===== src/rtl/wb_master_arbiter.sv =====
// Two-master, one-slave Wishbone arbiter with round-robin grant held per bus cycle
// and a per-transaction ack watchdog that aborts a hung slave access.
module wb_master_arbiter #(
    parameter int unsigned TIMEOUT  = 255,
    parameter int unsigned CW       = 8,
    parameter logic [31:0] ERR_DATA = 32'hDEAD_BEEF
) (
    input  logic        wb_clk_i,
    input  logic        wb_rst_ni,

    input  logic        m0_cyc_i,
    input  logic        m0_stb_i,
    input  logic        m0_we_i,
    input  logic [3:0]  m0_sel_i,
    input  logic [31:0] m0_adr_i,
    input  logic [31:0] m0_dat_i,
    output logic        m0_ack_o,
    output logic [31:0] m0_dat_o,

    input  logic        m1_cyc_i,
    input  logic        m1_stb_i,
    input  logic        m1_we_i,
    input  logic [3:0]  m1_sel_i,
    input  logic [31:0] m1_adr_i,
    input  logic [31:0] m1_dat_i,
    output logic        m1_ack_o,
    output logic [31:0] m1_dat_o,

    output logic        s_cyc_o,
    output logic        s_stb_o,
    output logic        s_we_o,
    output logic [3:0]  s_sel_o,
    output logic [31:0] s_adr_o,
    output logic [31:0] s_dat_o,
    input  logic        s_ack_i,
    input  logic [31:0] s_dat_i,

    output logic [1:0]  grant_o,
    output logic        timeout_o
);

    typedef enum logic [1:0] {
        IDLE   = 2'd0,
        GRANT0 = 2'd1,
        GRANT1 = 2'd2,
        ABORT  = 2'd3
    } state_t;

    localparam logic [CW-1:0] WD_LAST = CW'(TIMEOUT - 1);

    state_t        state;
    state_t        next_state;
    logic          last_grant;   // 0: M0 was granted last, 1: M1
    logic [CW-1:0] wd_cnt;
    logic [1:0]    grant_q;
    logic          timeout_q;

    logic          req0;
    logic          req1;
    logic          granted;
    logic          sel_m1;
    logic          m_cyc;
    logic          m_stb;
    logic          m_we;
    logic [3:0]    m_sel;
    logic [31:0]   m_adr;
    logic [31:0]   m_dat;
    logic          ack_fwd;
    logic          wd_hit;
    logic          abort0;
    logic          abort1;

    assign req0    = m0_cyc_i & m0_stb_i;
    assign req1    = m1_cyc_i & m1_stb_i;
    assign granted = (state == GRANT0) || (state == GRANT1);
    assign sel_m1  = (state == GRANT1);

    // Granted-master view of the bus request.
    assign m_cyc = sel_m1 ? m1_cyc_i : m0_cyc_i;
    assign m_stb = sel_m1 ? m1_stb_i : m0_stb_i;
    assign m_we  = sel_m1 ? m1_we_i  : m0_we_i;
    assign m_sel = sel_m1 ? m1_sel_i : m0_sel_i;
    assign m_adr = sel_m1 ? m1_adr_i : m0_adr_i;
    assign m_dat = sel_m1 ? m1_dat_i : m0_dat_i;

    // An ack in the same cycle the watchdog would expire wins over the abort.
    assign ack_fwd = granted & m_cyc & s_ack_i;
    assign wd_hit  = granted & m_cyc & m_stb & ~s_ack_i & (wd_cnt == WD_LAST);

    // The aborted master is the one granted last, since entry to a grant records it.
    assign abort0 = (state == ABORT) & ~last_grant;
    assign abort1 = (state == ABORT) &  last_grant;

    always_comb begin
        // NOTE: every always_comb output gets a default first so no path can infer a latch.
        next_state = state;
        unique case (state)
            IDLE: begin
                if (req0 && req1) begin
                    next_state = last_grant ? GRANT0 : GRANT1;
                end else if (req0) begin
                    next_state = GRANT0;
                end else if (req1) begin
                    next_state = GRANT1;
                end
            end
            GRANT0, GRANT1: begin
                if (!m_cyc) begin
                    next_state = IDLE;
                end else if (wd_hit) begin
                    next_state = ABORT;
                end
            end
            ABORT: begin
                next_state = IDLE;
            end
            default: begin
                next_state = IDLE;
            end
        endcase
    end

    always_comb begin
        s_cyc_o = 1'b0;
        s_stb_o = 1'b0;
        s_we_o  = 1'b0;
        s_sel_o = 4'd0;
        s_adr_o = 32'd0;
        s_dat_o = 32'd0;
        if (granted) begin
            s_cyc_o = m_cyc;
            s_stb_o = m_cyc & m_stb;
            s_we_o  = m_we;
            s_sel_o = m_sel;
            s_adr_o = m_adr;
            s_dat_o = m_dat;
        end
    end

    always_comb begin
        m0_ack_o = 1'b0;
        m0_dat_o = 32'd0;
        m1_ack_o = 1'b0;
        m1_dat_o = 32'd0;
        if (state == GRANT0) begin
            m0_ack_o = ack_fwd;
            m0_dat_o = s_dat_i;
        end else if (state == GRANT1) begin
            m1_ack_o = ack_fwd;
            m1_dat_o = s_dat_i;
        end else if (abort0) begin
            m0_ack_o = 1'b1;
            m0_dat_o = ERR_DATA;
        end else if (abort1) begin
            m1_ack_o = 1'b1;
            m1_dat_o = ERR_DATA;
        end
    end

    // NOTE: sequential state uses non-blocking assignments so every register samples pre-edge values.
    always_ff @(posedge wb_clk_i or negedge wb_rst_ni) begin
        if (!wb_rst_ni) begin
            state      <= IDLE;
            last_grant <= 1'b1;
        end else begin
            state <= next_state;
            if (state == IDLE && next_state == GRANT0) begin
                last_grant <= 1'b0;
            end else if (state == IDLE && next_state == GRANT1) begin
                last_grant <= 1'b1;
            end
        end
    end

    // Watchdog only runs while a grant is active; anywhere else it rests at zero.
    always_ff @(posedge wb_clk_i or negedge wb_rst_ni) begin
        if (!wb_rst_ni) begin
            wd_cnt <= '0;
        end else if (!granted || s_ack_i) begin
            wd_cnt <= '0;
        end else if (m_cyc && m_stb && next_state != ABORT) begin
            wd_cnt <= wd_cnt + CW'(1);
        end
    end

    always_ff @(posedge wb_clk_i or negedge wb_rst_ni) begin
        if (!wb_rst_ni) begin
            grant_q   <= 2'b00;
            timeout_q <= 1'b0;
        end else begin
            timeout_q <= (next_state == ABORT);
            unique case (next_state)
                GRANT0:  grant_q <= 2'b01;
                GRANT1:  grant_q <= 2'b10;
                default: grant_q <= 2'b00;
            endcase
        end
    end

    assign grant_o   = grant_q;
    assign timeout_o = timeout_q;

endmodule

===== config.mk =====
export PLATFORM = sky130hd
export DESIGN_NAME = wb_master_arbiter
export DESIGN_NICKNAME = d
export VERILOG_FILES = /design/src/rtl/wb_master_arbiter.sv
export SDC_FILE = /design/constraint.sdc
export NUM_CORES = 1
export LEC_CHECK = 0
export CORE_AREA = 3 3 122 124
export DETAILED_ROUTE_END_ITERATION = 6
export DIE_AREA = 0 0 125 127
export DONT_BUFFER_PORTS = 1
export SLEW_MARGIN = 40
export SYNTH_ARGS = -nofsm -noshare
export SYNTH_HDL_FRONTEND = slang
export SYNTH_SLANG_ARGS = --single-unit

===== constraint.sdc =====
create_clock -name wb_clk_i -period 3.2 [get_ports wb_clk_i]
set_input_delay 0.32 -clock wb_clk_i [delete_from_list [all_inputs] [get_ports wb_clk_i]]
set_output_delay 0.32 -clock wb_clk_i [all_outputs]
set_load 0.01 [all_outputs]

==> metrics.txt <==
fillcell total=roughly 1500; 1st-iter DRT viols=between 150 and 200; portion of synthesized cell area occupied by the leading cell type=about a quarter; CTS hold repair buffers=1; P_sw=1730 uW; Post-DRT Antenna Nets=0; total via count in the routed design=2560; initial antenna violation count=0; most utilized layer in the global route result=met2; share of synthesized area spent on multiplexers=a little over a quarter; number of hold violations in the final report=0; global-route usage over all layers=roughly 11%; I/O pin cnt=317; via count of the first global-routing pass=2261; total standard cell area after synthesis=about 0.0027 mm^2; fraction of the mapped netlist area in compound gates=approximately 18%; number of distinct library cells after synthesis=40; routed wirelength normalized by instance count=20.6 um; switching share of total power=between 50% and 60%; clk buf depth=2; Arrival @ worst endpoint=between 2 and 2.5 ns; half-perimeter wire length after placement=around 9.3 mm; largest driver fanout on the critical path=36; Die Height=~130 um; placeable core region=0.0139 mm^2; fraction of final layout cells sized beyond drive strength 1=5.87%; TritonCTS clock tree=built; worst hold path class=input port to flip-flop; Clock Tree Root=sky130_fd_sc_hd__clkbuf_16; starting utilization of the core area=about a fifth; number of nets in the finished design=approximately 530; number of cells upsized or downsized after cts=0; flop and latch count out of synthesis=14; cell types with the largest area share after synthesis=sky130_fd_sc_hd__mux2i_1 26%, sky130_fd_sc_hd__nor2b_1 17%, sky130_fd_sc_hd__dfrtp_1 12%; M3 GR Usage=between 1.5 and 2%; unrepaired setup endpoints after global routing=false; die area=roughly 0.016 mm^2; leakage power figure=around 0.0013 uW; peak supply drop=~0.36 mV; dominant combinational cell family by area after synthesis=simple AND/OR/NAND/NOR gates; largest net degree at the start of global routing=72; row count=43; clock period minus final worst setup slack=between 2 and 3 ns; Reg power frac=9.2%; CTS clk-pin slew, worst paths=0.04 ns; Main synth FF type=sky130_fd_sc_hd__dfrtp_1; total negative setup slack=0 ns; XOR/XNOR Fraction of Synth Area=0.325%; kind of start point of the critical path=flip-flop; combinational cell fraction of total power=82.1%; outcome=completed; post-CTS setup buffer count=0; cells after synthesis=360; Clock power frac=between 8 and 9%; Antenna Diode Count=0; aggregate routed wire length=10.7 mm; count of input and output buffers=0; WP data required=around 2.9 ns; internal cell power=around 1300 uW; Post-Synth Adder-Cell Area=between 3 and 4%; register-to-register setup slack=around 0.65 ns; sequential element share of the synthesized area=between 10% and 20%; grt total ovfl=0; Yosys top cell by area=sky130_fd_sc_hd__mux2i_1; Worst-Skew Late Latency=0.24 ns; synthesized area per cell=around 7.5 um^2; Critical Setup Path Class=flip-flop to primary output; nature of the critical path endpoint=primary output; # DRC=0; area growth from synthesis to final layout=9.62%; wire length of the first global-routing pass=13.9 mm; global-route track usage on met1=a little over an eighth; met2 Resource Use GR=between 20% and 30%; Inserted Clock Buffers=3; number of enable-type register cells in the synthesized netlist=0; count of synthesis-stage warnings from yosys=0; number of optimization iterations in the first detailed-route pass=4; final weighted congestion in routability-driven placement=0.811; simple-gate portion of the synthesized area=29.1%; Slew @ Worst Pin=approximately 0.69 ns; Setup Viol. Count Final=0; most common library cells after synthesis=71 x sky130_fd_sc_hd__mux2i_1, 71 x sky130_fd_sc_hd__nor2b_1, 32 x sky130_fd_sc_hd__inv_1, 30 x sky130_fd_sc_hd__a21oi_1; maximum clock skew at final layout=roughly 0.00053 ns; P per Cell Area=1010 mW/mm^2; fin. max-slew vios=0; Async S/R FF share, synth=between 90% and 100%; horizontal die dimension=about 130 um; Via-to-Cell Ratio=4.91; highest attainable clock frequency=372 MHz; H-tree depth reported by CTS=1; maxcap violations=0; CTS sink cnt=14; part of the cycle the worst path needs=around 84%; post-synthesis net count=544; Hold WS=0.336 ns; worst rel slew slack=53.7%
placed cells by master, fill, tap and decap left out, drive strengths merged, types with 2 or more instances in the layout:
cell and instances:
a31o 4, o21ai 3, dfrtp 13, inv 32, nor3 2, nor2 10
nor2b 71, a211oi 2, ha 7, and2 20, nand2 10, a31oi 2
nand3 3, nand2b 3, nand4 3, clkbuf 4, a21o 24, nor4 2
buf 6, mux2i 71, a32o 2, a21oi 30
layer usage:
layer	part of all wire [%]	vias up
met2	52	209
met1	37	1157
met4	2.1	0
met5	0	-
met3	9.2	8
li1	-	1186
final cells by class:
type                            instances  area, um^2  area share, %
Inverter                               32         120           4.07
Timing Repair Buffer                    7        58.8           1.99
Sequential cell                        14         352           11.9
Tap cell                              180         225           7.63
Clock buffer                            4        88.8           3.01
Multi-Input combinational cell        284        2110           71.4
through the flow:
| step | worst slack (ns) | total power, uW | instances | util, % | area (um^2) |
|---|---|---|---|---|---|
| 6_report | 0.514 | 2980 | 521 | 21.3 | 2950 |
| 2_1_floorplan | 0.847 | 2320 | 360 | - | 2690 |
| 3_3_place_gp | 0.629 | 2750 | 516 | 20.5 | 2850 |
| 5_1_grt | 0.332 | 3190 | 521 | 21.3 | 2950 |
| 4_1_cts | 0.463 | 3020 | 521 | 21.3 | 2950 |
| 3_5_place_dp | 0.657 | 2740 | 516 | 20.5 | 2850 |
critical path, cell delays in order (launching register included):
cell and delay, ns:
sky130_fd_sc_hd__dfrtp_1 0.42, sky130_fd_sc_hd__inv_1 0.18, sky130_fd_sc_hd__ha_4 0.19, sky130_fd_sc_hd__buf_4 0.38, sky130_fd_sc_hd__a21oi_1 0.06, sky130_fd_sc_hd__or2_2 0.50
sky130_fd_sc_hd__a21oi_1 0.21, sky130_fd_sc_hd__buf_4 0.15
flip-flops by register name (all words and copies together), names as in the netlist:
name	cells
grant_o	2
last_grant	1
state	2
timeout_o	1
wd_cnt	8
worst paths after layout:
kind                            depth (start not counted)  startpoint         end
worst max-delay path                                    7    state[0]    m1_ack_o
worst min-delay path                                    2     s_ack_i   wd_cnt[6]
worst max register to register                          8    state[0]   wd_cnt[7]
worst min register to register                          2  last_grant  last_grant
max in group asynchronous                               1   wb_rst_ni   wd_cnt[4]
min in group asynchronous                               1   wb_rst_ni    state[0]
cells by family (layout without fill, tap and decap cells):
| group | Yosys count | after routing |
|---|---|---|
| AO/OA/AOI/OAI | 72 | 72 |
| multiplexers | 72 | 72 |
| flip-flops | 14 | 14 |
| adder cells (fa/ha/maj) | 7 | 7 |
| buffers and inverters | 62 | 43 |
| XOR/XNOR | 1 | 1 |
| AND/OR/NAND/NOR | 132 | 132 |
power groups by stage:
stage | Clock, uW | Sequential (uW) | Combinational, uW
global placement | 0 | 276 | 2470
global route | 279 | 281 | 2630
finish | 259 | 273 | 2450
floorplan | 0 | 261 | 2060
detailed placement | 0 | 276 | 2470
CTS | 268 | 273 | 2480
(Power assumes the default switching activity.)
